--- config.mk ---
export PLATFORM = sky130hd
export DESIGN_NAME = fp_cmp_arbiter
export DESIGN_NICKNAME = d
export VERILOG_FILES = /design/src/rtl/fp_cmp_arbiter.sv
export SDC_FILE = /design/constraint.sdc
export NUM_CORES = 1
export LEC_CHECK = 0
export CAP_MARGIN = 15
export CORE_AREA = 2 2 125 127
export DETAILED_ROUTE_END_ITERATION = 10
export DIE_AREA = 0 0 127 129
export PLACE_DENSITY = 0.76
export SLEW_MARGIN = 40
export SYNTH_ARGS = -nofsm -noshare
export SYNTH_HDL_FRONTEND = slang
export SYNTH_HIERARCHICAL = 1
export SYNTH_SLANG_ARGS = --single-unit
--- constraint.sdc ---
create_clock -name clk -period 9.8 [get_ports clk]
set_input_delay 2.45 -clock clk [delete_from_list [all_inputs] [get_ports clk]]
set_output_delay 2.45 -clock clk [all_outputs]
set_load 0.05 [all_outputs]
--- src/rtl/fp_cmp_arbiter.sv ---
// ---------------------------------------------------------------------------
// fp_cmp_arbiter -- round-robin arbiter that lets NUM_REQ requesters share a
// single floating-point compare datapath.
//
// Contents (self-contained):
//   pkg_opengpu     DATA_WIDTH and the fpu_op_t operation encoding
//   fp_compare      combinational IEEE-754 single-precision compare
//   fp_cmp_arbiter  arbiter + one-entry result register
//
// fp_cmp_arbiter ports:
//   clk          in   clock, all state on the rising edge
//   rst          in   asynchronous active-high reset
//   req_valid    in   [NUM_REQ]             per-requester request valid
//   req_ready    out  [NUM_REQ]             per-requester accept (one-hot or zero)
//   req_op_a     in   [NUM_REQ*DATA_WIDTH]  operand A, slice i = requester i
//   req_op_b     in   [NUM_REQ*DATA_WIDTH]  operand B, slice i = requester i
//   req_fpu_op   in   fpu_op_t [NUM_REQ]    compare op per requester
//   resp_valid   out  result valid
//   resp_ready   in   consumer accept
//   resp_id      out  [$clog2(NUM_REQ)]     index of the requester owning the result
//   resp_result  out  [DATA_WIDTH]          compare result (0 or 1)
//   stall_count  out  [32]                  only with FP_CMP_ARB_STATS_EN defined:
//                                           saturating count of cycles where some
//                                           valid request was not accepted
//
// Build option: define FP_CMP_ARB_STATS_EN to add the stall_count port/counter.
// ---------------------------------------------------------------------------

package pkg_opengpu;
    localparam int DATA_WIDTH = 32;

    typedef enum logic [3:0] {
        FPU_ADD   = 4'd0,
        FPU_SUB   = 4'd1,
        FPU_MUL   = 4'd2,
        FPU_CMPEQ = 4'd3,
        FPU_CMPLT = 4'd4,
        FPU_CMPLE = 4'd5
    } fpu_op_t;
endpackage

// ---------------------------------------------------------------------------
// fp_compare -- combinational single-precision compare.
//   op_a, op_b  in   operands
//   fpu_op      in   FPU_CMPEQ / FPU_CMPLT / FPU_CMPLE; anything else yields 0
//   result      out  0 or 1; NaN on either side yields 0; +0 == -0
// ---------------------------------------------------------------------------
module fp_compare
    import pkg_opengpu::*;
(
    input  logic [DATA_WIDTH-1:0] op_a,
    input  logic [DATA_WIDTH-1:0] op_b,
    input  fpu_op_t               fpu_op,
    output logic [DATA_WIDTH-1:0] result
);
    logic a_nan;
    logic b_nan;
    logic both_zero;
    logic eq;
    logic lt;

    always_comb begin
        a_nan     = (&op_a[30:23]) && (|op_a[22:0]);
        b_nan     = (&op_b[30:23]) && (|op_b[22:0]);
        both_zero = (op_a[30:0] == '0) && (op_b[30:0] == '0);
        eq        = both_zero || (op_a == op_b);

        // Sign-magnitude ordering: magnitudes compare directly as integers,
        // reversed when both operands are negative.
        if (op_a[31] != op_b[31]) begin
            lt = op_a[31] && !both_zero;
        end else if (!op_a[31]) begin
            lt = op_a[30:0] < op_b[30:0];
        end else begin
            lt = op_a[30:0] > op_b[30:0];
        end

        result = '0;
        if (!a_nan && !b_nan) begin
            case (fpu_op)
                FPU_CMPEQ: result[0] = eq;
                FPU_CMPLT: result[0] = lt;
                FPU_CMPLE: result[0] = lt || eq;
                default:   result[0] = 1'b0;
            endcase
        end
    end
endmodule

// ---------------------------------------------------------------------------
// fp_cmp_arbiter
// ---------------------------------------------------------------------------
module fp_cmp_arbiter
    import pkg_opengpu::*;
#(
    parameter int NUM_REQ = 4
) (
    input  logic                          clk,
    input  logic                          rst,
    input  logic [NUM_REQ-1:0]            req_valid,
    output logic [NUM_REQ-1:0]            req_ready,
    input  logic [NUM_REQ*DATA_WIDTH-1:0] req_op_a,
    input  logic [NUM_REQ*DATA_WIDTH-1:0] req_op_b,
    input  fpu_op_t                       req_fpu_op [NUM_REQ],
    output logic                          resp_valid,
    input  logic                          resp_ready,
    output logic [$clog2(NUM_REQ)-1:0]    resp_id,
    output logic [DATA_WIDTH-1:0]         resp_result
`ifdef FP_CMP_ARB_STATS_EN
    ,
    output logic [31:0]                   stall_count
`endif
);
    localparam int          IDW = $clog2(NUM_REQ);
    localparam int unsigned NR  = NUM_REQ;

    localparam logic [0:0] IDLE = 1'b0;
    localparam logic [0:0] RESP = 1'b1;

    logic [0:0]            state;
    logic [IDW-1:0]        rr_ptr;
    logic [IDW-1:0]        grant;
    logic [IDW-1:0]        sel;
    logic                  grant_vld;
    logic                  can_accept;
    logic                  accept;
    int unsigned           sum;
    logic [DATA_WIDTH-1:0] cmp_a;
    logic [DATA_WIDTH-1:0] cmp_b;
    fpu_op_t               cmp_op;
    logic [DATA_WIDTH-1:0] cmp_result;

    // Reset gates acceptance so req_ready stays low for as long as rst is high,
    // independent of the clock.
    assign can_accept = !rst && ((state == IDLE) || ((state == RESP) && resp_ready));
    assign accept     = can_accept && grant_vld;
    assign resp_valid = (state == RESP);

    // Round-robin: scan from rr_ptr+1 upward, wrapping at NUM_REQ.
    always_comb begin
        grant     = rr_ptr;
        grant_vld = 1'b0;
        sum       = 0;
        sel       = '0;
        for (int unsigned k = 1; k <= NR; k++) begin
            sum = 32'(rr_ptr) + k;
            if (sum >= NR) begin
                sum = sum - NR;
            end
            sel = IDW'(sum);
            if (!grant_vld && req_valid[sel]) begin
                grant_vld = 1'b1;
                grant     = sel;
            end
        end
    end

    always_comb begin
        req_ready = '0;
        if (accept) begin
            req_ready[grant] = 1'b1;
        end
    end

    // Operand mux from the granted requester's slices.
    always_comb begin
        cmp_a  = '0;
        cmp_b  = '0;
        cmp_op = FPU_ADD;
        for (int unsigned i = 0; i < NR; i++) begin
            if (32'(grant) == i) begin
                cmp_a  = req_op_a[i*DATA_WIDTH +: DATA_WIDTH];
                cmp_b  = req_op_b[i*DATA_WIDTH +: DATA_WIDTH];
                cmp_op = req_fpu_op[i];
            end
        end
    end

    fp_compare u_fp_compare (
        .op_a   (cmp_a),
        .op_b   (cmp_b),
        .fpu_op (cmp_op),
        .result (cmp_result)
    );

    always_ff @(posedge clk or posedge rst) begin
        if (rst) begin
            state       <= IDLE;
            resp_id     <= '0;
            resp_result <= '0;
            rr_ptr      <= IDW'(NUM_REQ - 1);
        end else if (accept) begin
            state       <= RESP;
            resp_id     <= grant;
            resp_result <= cmp_result;
            rr_ptr      <= grant;
        end else if ((state == RESP) && resp_ready) begin
            state <= IDLE;
        end
    end

`ifdef FP_CMP_ARB_STATS_EN
    logic stall_cycle;

    assign stall_cycle = |(req_valid & ~req_ready);

    always_ff @(posedge clk or posedge rst) begin
        if (rst) begin
            stall_count <= '0;
        end else if (stall_cycle && (stall_count != '1)) begin
            stall_count <= stall_count + 32'd1;
        end
    end
`endif

endmodule

# == Yosys cells after proc, flatten, opt, wreduce, memory -nomap -nowiden ==
# Cells that the tools add are included.
# totals
elab_cells,104
in_bits,279
ff_bits,6
out_inout_bits,39
# classes
reduce_logical,30
mux,41
bitwise_logic,1
n_eq_ne,8
addsub,8
n_lt_le_gt_ge,12
# op_table
operator,n
two-way mux 32 bit,8
zero test 31 bit,2
OR reduction 23 bit,2
equality test 32 bit,1
greater-than comparator 31 bit,1
< comparator 31 bit,1
two-way mux 4 bit,5
two-way mux 2 bit,8
AND reduction 8 bit,2
"< comparator 2 x 3 -> 1 bit, second input constant",5
two-way mux 1 bit,14
logical AND 1 bit,12
">= comparator 3 bit, second input constant",3
binary-select mux 1 bit (select 2 bit),4
"equality test 4 x 3 -> 1 bit, second input constant",2
"subtractor 2 x 1 -> 2 bit, second input constant",4
zero test 1 bit,7
"adder 2 x 2 -> 3 bit, second input constant",2
"adder 2 x 3 -> 4 bit, second input constant",1
"equality test 2 bit, second input constant",2
"equality test 4 x 2 -> 1 bit, second input constant",1
">= comparator 4 x 3 -> 1 bit, second input constant",1
"adder 2 x 1 -> 3 bit, second input constant",1
logical OR 1 bit,3
8 further kinds,8

# == Longest topological paths before layout ==
# Gate-level depths: netlist (run 1).
# depth
depth_word,28
depth_mapped,17
mapped_depth_nobuf,14

# == Hierarchy ==
# The synthesis (run 1) kept the hierarchy.
# modules_own_cells
mod,area_each_um2,n_inst,seq_area_each_um2,cells_per_inst
fp_cmp_arbiter,3847.4,1,928.4,332
fp_compare,1330.0,1,0.0,188

# == Worst setup path before layout (run 1) ==
# OpenSTA, ideal clock, no wires.
# synth_path
path_type,in2out
start,in rst
end,out req_ready[1]
path_stages,6
path_buffers,2
arrival_time_ns,5.268
slack_ns,2.082
required_time_ns,7.350
cell_sequence,inv_1 o41ai_2 nor2b_1 clkbuf_1 clkbuf_1 nor3b_1
# synth_between
elab_chain_cells,4
# synth_rtl
item,line,rtl
start: declaration,99,"input logic rst,"
zero test 1 bit (no line),n/a,
logical AND 1 bit,135,assign can_accept = !rst && ((state == IDLE) || ((state == RESP) && resp_ready));
logical AND 1 bit,136,assign accept = can_accept && grant_vld;
two-way mux 4 bit,160,if (accept) begin
end: declaration,101,"output logic [NUM_REQ-1:0] req_ready,"
# Every way passes these cells.

# == Final worst setup path (run 1) ==
# layout_path
start,in rst
end,out req_ready[3]
# Same word-level chain as after synthesis.

==> key figures, run 1 <==
Outcome
  • Status: completed

Placed design
  • GP Congestion: around 0.85
  • IO Port Bufs: ~320
  • Post-DP HPWL: 15.50 mm
  • Setup slack at placement: roughly 2.0 ns

STA
  • FMAX: 0.1295 GHz
  • Final slew viol count: 0
  • Final hold vios: 0
  • Final setup margin: 2.080 ns
  • RSZ-0062 raised after global routing: false
  • Worst Skew: 0.004116 ns
  • Relative slew slack: 0.5778
  • Final min period: 7.720 ns
  • Final setup vio count: 0
  • Final Cycle Share: 0.7877
  • Fin Setup TNS: 0 ns
  • Slew @ Worst Pin: between 0.6 and 0.7 ns

Critical path
  • Nature of the critical path startpoint: input port
  • Worst reg2reg setup slack: 5.17 ns
  • CP max FO: 38
  • Cell depth of the worst setup path: 9
  • Required time of the critical path: 7.35 ns
  • Slowest stage delay, CP: 0.83 ns
  • Crit path top cell by count: clkdlybuf4s50_1
  • CP max stage cell: clkdlybuf4s50_1
  • Worst r2r dst: resp_result[0]$_DFFE_PP0N_
  • Worst R2R Start: rr_ptr[0]$_DFFE_PP1N_
  • Crit. End Element: output pin
  • R2R cell count: 13
  • Worst Path Class, Setup: input port to output pin
  • CP Buf/Inv Count: 5
  • Cell family with most CP delay: buffers and inverters
  • CP arrival: ~5.3 ns
  • Crit path launch: rst
  • Critical-path cell list: clkdlybuf4s50_1, inv_1, buf_4, o41ai_2, nor2b_4, buf_8, nand2_1, nor2_1, clkdlybuf4s50_1

Clock tree
  • Root buf cell: clkbuf_16
  • Setup Fix Bufs, Post-CTS: 0
  • Hold_buf cts: 0
  • H-tree depth: 2
  • CTS clk-pin slew, worst paths: around 0.05 ns
  • Clock Sinks: 37
  • TritonCTS clock tree: done
  • Worst-skew pair later-pin latency: 0.28 ns
  • CTS max path bufs: 2
  • Cts repair resizes: 0
  • Cts bufs inserted: 5

Power
  • Flop pwr share: 0.136
  • Clk pwr share: 0.112
  • Power Density: 175.0 nW/um^2
  • Worst vdd ir: 0.0001155 V
  • Sw frac: 0.4570
  • Internal power: 799.5 uW
  • Combinational share of power: 0.752
  • Sw Pwr: about 670 uW
  • Leakage power: a little under 0.004 uW
  • Total Power: roughly 1500 uW

Worst hold path
  • Hold Path Sink: resp_result[28]$_DFFE_PP0N_
  • Hold_sp: resp_result[28]$_DFFE_PP0N_
  • Min-Delay Path Class: flop to flop
  • Worst hold path cell count: 1

Routing
  • Wire per inst: 17.83 um
  • # DRC: 0
  • Starting DRC count in detailed routing: 219
  • First-pass DRT Iterations: 4
  • Via density: slightly below 5
  • Via count: between 4000 and 5000
  • Final antenna-violating net count: 0
  • Post-Route WL: 18.01 mm

Floorplan
  • Core Rows: 45
  • Die Y: 129 um
  • Chip width: 127 um
  • I/O Pins: 318
  • DIE AREA: 16380 um^2
  • Initial core utilization: 0.3457
  • Core area: 14980 um^2

Synthesis
  • Async SR Flop Fraction: 1.000
  • Syn_area_per_cell: between 9 and 10 um^2
  • Post-Syn Instances: 520
  • Mapped Area: roughly 5200 um^2
  • Netlist cell types: 48
  • Seq/Total Area, Yosys: 0.1793
  • Total number of yosys warnings: 6
  • Post-synth top flop: dfrtp_1
  • #FFs+latches synth: 37
  • EDFF count, synth: 0

Global route
  • First-pass GRT wire length: 26.36 mm
  • Largest net degree at the start of global routing: 73
  • Initial antenna violation count: 0
  • Total grt overflow: 0
  • Vias in the first global route: 4776
  • GR Util All Layers: 0.2058

Layout
  • Commonest non-fill, non-tap cell in the layout: clkdlybuf4s50_1
  • Area grow syn2layout: 62.49%
  • Number of diodes: 0
  • Fill count: 1373
  • Nets: between 1000 and 1500
  • Share of cells above drive strength 1: 0.03041
  • Most frequent cells in the layout: clkdlybuf4s50_1 (317), mux2i_1 (204), inv_1 (36), dfrtp_1 (35), mux2_1 (32)

Flow run
  • Max cap viols: 0
==> cells by family after synthesis <==
family / Yosys count / share of synthesized area
multiplexers: 236 / 0.4640
buffers and inverters: 96 / 0.1361
AND/OR/NAND/NOR: 75 / 0.08507
AO/OA/AOI/OAI: 44 / 0.05993
flip-flops: 37 / 0.1793
adder cells (fa/ha/maj): 31 / 0.07492
other: 1 / 0.0007243
==> synthesized netlist by cell type (3+ instances only) <==
cell type | instances | share of area
a21oi_1 | 18 | 0.017
buf_2 | 11 | 0.011
dfrtp_1 | 35 | 0.17
bufbuf_8 | 4 | 0.014
buf_4 | 32 | 0.046
inv_1 | 36 | 0.026
nor2_1 | 9 | 0.0065
ha_1 | 31 | 0.075
o21ai_0 | 6 | 0.0058
o21ai_1 | 3 | 0.0029
a21o_1 | 3 | 0.0043
buf_12 | 9 | 0.035
nand2b_1 | 3 | 0.0036
nor4_1 | 16 | 0.019
mux2i_1 | 204 | 0.39
nand4_1 | 13 | 0.016
mux2_1 | 32 | 0.070
nand2_1 | 10 | 0.0073
nand3_1 | 5 | 0.0048
clkbuf_1 | 3 | 0.0022
==> power by group through the flow <==
| stage | Combinational, uW | Clock, uW | Sequential [uW] |
|---|---|---|---|
| floorplan | 761 | 0 | 288 |
| finish | 1110 | 165 | 200 |
| detailed placement | 1110 | 0 | 203 |
| global placement | 1090 | 0 | 201 |
| CTS | 1110 | 170 | 200 |
| global route | 1200 | 175 | 204 |
==> flip-flops by register name (all words and copies together) (netlist names) <==
name         cells
rr_ptr           2
resp_result     32
resp_valid       1
resp_id          2
==> through the flow <==
step | hold WS (ns) | utilization | cells | area [um^2]
final | 0.4805 | 0.5617 | 1010 | 8413
after global placement | 0.4661 | 0.5474 | 999 | 8198
after floorplan | 0.4769 | - | 550 | 5290
after detailed placement | 0.4740 | 0.5512 | 1002 | 8255
after global routing | 0.5025 | 0.5617 | 1010 | 8413
after CTS | 0.4862 | 0.5617 | 1010 | 8413
==> routing by layer <==
metal	wire, um	global-route usage	vias to the layer above
li1	-	-	2478
met1	7588	0.2648	2308
met2	9084	0.3665	179
met3	1157	0.03701	15
met4	176	0.03491	0
met5	0	0	-
==> how the worst max path moves through the flow <==
stage,endpoint,slack [ns]
finish,req_ready[3],2.08
floorplan,req_ready[1],2.08
global route,req_ready[3],1.76
global placement,req_ready[3],1.71
detailed placement,req_ready[3],2.04
CTS,req_ready[3],2.00
==> layout make-up <==
cell class / count / area (um^2) / area share
inverters: 36 / 135.1 / 0.01606
clock buffers: 7 / 152.6 / 0.01814
clock inverters: 1 / 5.005 / 0.0005949
flip-flops and latches: 37 / 928.4 / 0.1104
repair buffers: 324 / 3273 / 0.3891
well taps: 188 / 235.2 / 0.02796
multi-input cells: 417 / 3684 / 0.4378
==> worst register-to-register path: cells and delay by family (launching register included) <==
family                 cells  cell delay, ns
AO/OA/AOI/OAI              5            0.84
buffers and inverters      2            1.19
flip-flops                 1            0.56
multiplexers               2            0.58
AND/OR/NAND/NOR            4            1.33
No activity file was read; power rests on OpenSTA's default activity.
==> run 2, diff against run 1 <==
- CORE_AREA: 2 2 125 127 -> 2 2 122 124
- DIE_AREA: 0 0 127 129 -> 0 0 124 126
- PLACE_DENSITY: 0.76 -> 0.79
- clock period: 9.8 -> 7.5 ns (I/O delays scaled with it)
==> run 2 against run 1 <==
  * Wire length rose by 0.68%
  * Hold slack gained 0.0019 ns
  * Non-clock buffer count shrank 2
  * Register-to-register slack worse by 2.0 ns
  * Clock skew up 0.00081 ns
  * Clock-buffer cell count down 2
  * Core utilization increased by 2.6 points
==> key figures, run 2 (synthesized netlist as in run 1, its figures left out) <==
Outcome
  • Status: completed

STA
  • Relative slew slack: 0.5272
  • RSZ-0062 raised after global routing: false
  • Worst Skew: 0.004922 ns
  • Final Cycle Share: 0.8036
  • Final slew viol count: 0
  • Final hold vios: 0
  • Final min period: between 6 and 7 ns
  • FMAX: 0.1659 GHz
  • Fin Setup TNS: 0 ns
  • Final setup vio count: 0
  • Final setup margin: approximately 1.5 ns
  • Slew @ Worst Pin: 0.7077 ns

Placed design
  • Post-DP HPWL: 15.29 mm
  • Setup slack at placement: roughly 1.3 ns
  • IO Port Bufs: 317
  • GP Congestion: 0.8458

Clock tree
  • Cts bufs inserted: 5
  • CTS max path bufs: 2
  • Cts repair resizes: 0
  • Worst-skew pair later-pin latency: about 0.28 ns
  • CTS clk-pin slew, worst paths: 0.06 ns
  • TritonCTS clock tree: done
  • H-tree depth: 2
  • Setup Fix Bufs, Post-CTS: 0
  • Clock Sinks: 37
  • Hold_buf cts: 0
  • Root buf cell: clkbuf_16

Critical path
  • Crit. End Element: output pin
  • Required time of the critical path: about 5.6 ns
  • Nature of the critical path startpoint: input port
  • R2R cell count: 15
  • Worst reg2reg setup slack: between 3 and 4 ns
  • Worst r2r dst: resp_result[0]$_DFFE_PP0N_
  • CP max stage cell: clkdlybuf4s50_1
  • Worst R2R Start: rr_ptr[0]$_DFFE_PP1N_
  • CP arrival: 4.15 ns
  • CP max FO: 4
  • Critical-path cell list: clkdlybuf4s50_1, inv_1, a21o_1, a211oi_4, and4bb_1, clkdlybuf4s50_1
  • CP Buf/Inv Count: 3
  • Slowest stage delay, CP: ~0.82 ns
  • Cell family with most CP delay: buffers and inverters
  • Crit path top cell by count: clkdlybuf4s50_1
  • Worst Path Class, Setup: input port to output pin

Global route
  • GR Util All Layers: 0.2189
  • Total grt overflow: 0
  • Largest net degree at the start of global routing: 87
  • Vias in the first global route: about 5000
  • First-pass GRT wire length: 26.31 mm
  • Initial antenna violation count: 0

Floorplan
  • Core area: 14310 um^2
  • I/O Pins: 318
  • Chip width: 124 um
  • Core Rows: 44
  • DIE AREA: 15620 um^2
  • Die Y: about 130 um
  • Initial core utilization: 0.3617

Routing
  • Starting DRC count in detailed routing: 204
  • # DRC: 0
  • Wire per inst: 18.06 um
  • First-pass DRT Iterations: 4
  • Via count: 5016
  • Via density: approximately 5
  • Final antenna-violating net count: 0
  • Post-Route WL: between 15 and 20 mm

Worst hold path
  • Hold Path Sink: resp_result[19]$_DFFE_PP0N_
  • Worst hold path cell count: 1
  • Min-Delay Path Class: flop to flop
  • Hold_sp: resp_result[19]$_DFFE_PP0N_

Power
  • Worst vdd ir: 0.0002033 V
  • Total Power: roughly 2000 uW
  • Leakage power: around 0.004 uW
  • Power Density: 235.7 nW/um^2

Layout
  • Share of cells above drive strength 1: 0.03171
  • Most frequent cells in the layout: clkdlybuf4s50_1 (314), mux2i_1 (204), inv_1 (36), dfrtp_1 (35), mux2_1 (32)
  • Commonest non-fill, non-tap cell in the layout: clkdlybuf4s50_1
  • Nets: 1129
  • Largest register FFs: 32
  • Area grow syn2layout: 62.47%
  • Largest regs: resp_result: 32 flops, resp_id: 2 flops, rr_ptr: 2 flops
  • Number of diodes: 0
  • Top reg by flops: resp_result

Flow run
  • Max cap viols: 0
run 2: cell count changes in the layout (fill, tap and decap cells not counted), moves of 2 or more:
cell and change:
clkdlybuf4s50_1 -3, buf_12 +2, buf_4 +2, buf_8 -2
bufinv_16 +2, clkbuf_8 -2
run 2: where the power goes:
part / total (uW) / switching, uW / internal (uW)
combinational: 1450 / 782 / 664
clock: 276 / 84.3 / 192
sequential: 261 / 22.1 / 239
run 2: layout make-up:
| class | instances | area (um^2) |
|---|---|---|
| inverters | 36 | 135.1 |
| multi-input cells | 417 | 3684 |
| repair buffers | 322 | 3241 |
| clock inverters | 3 | 68.82 |
| fillers | 1279 | 5902 |
| well taps | 184 | 230.2 |
| flip-flops and latches | 37 | 928.4 |
| clock buffers | 5 | 125.1 |
run 2: worst register-to-register path, cell delays in order, from the launching register on:
cell	delay, ns
dfstp_2	0.55
nor2b_1	0.06
a21o_1	0.18
a211oi_4	0.37
buf_12	0.43
mux2i_1	0.31
mux2i_1	0.35
inv_1	0.09
ha_1	0.31
nand4_1	0.15
nor4_1	0.50
a21oi_1	0.17
o31a_1	0.13
a211oi_1	0.22
a211oi_2	0.10
mux2_1	0.30
run 2: metrics by stage:
stage,area (um^2),cells,hold slack (ns),util
floorplan,5290,550,0.4769,-
global placement,8218,996,0.4668,0.5741
detailed placement,8218,996,0.4739,0.5741
CTS,8412,1004,0.4874,0.5877
global route,8412,1004,0.4933,0.5877
finish,8412,1004,0.4824,0.5877
run 2: layer usage:
layer  vias up  GRT usage  wire (um)
li1       2466          -          -
met1      2341     0.2826       7569
met2       188     0.3791       8947
met3        21    0.03850       1337
met4         0    0.04759        275
met5         -          0          0
run 2: worst max-delay path by stage:
stage          cells after the start         start  slack (ns)                    endpoint
6_report                           6  req_valid[0]        1.47                req_ready[0]
5_1_grt                           15  req_valid[3]        1.22  resp_result[0]$_DFFE_PP0N_
4_1_cts                            6  req_valid[3]        1.48                req_ready[0]
2_1_floorplan                      6           rst        0.93                req_ready[1]
3_3_place_gp                      15  req_valid[0]        1.38  resp_result[0]$_DFFE_PP0N_
3_5_place_dp                      16  req_valid[0]        1.32  resp_result[0]$_DFFE_PP0N_
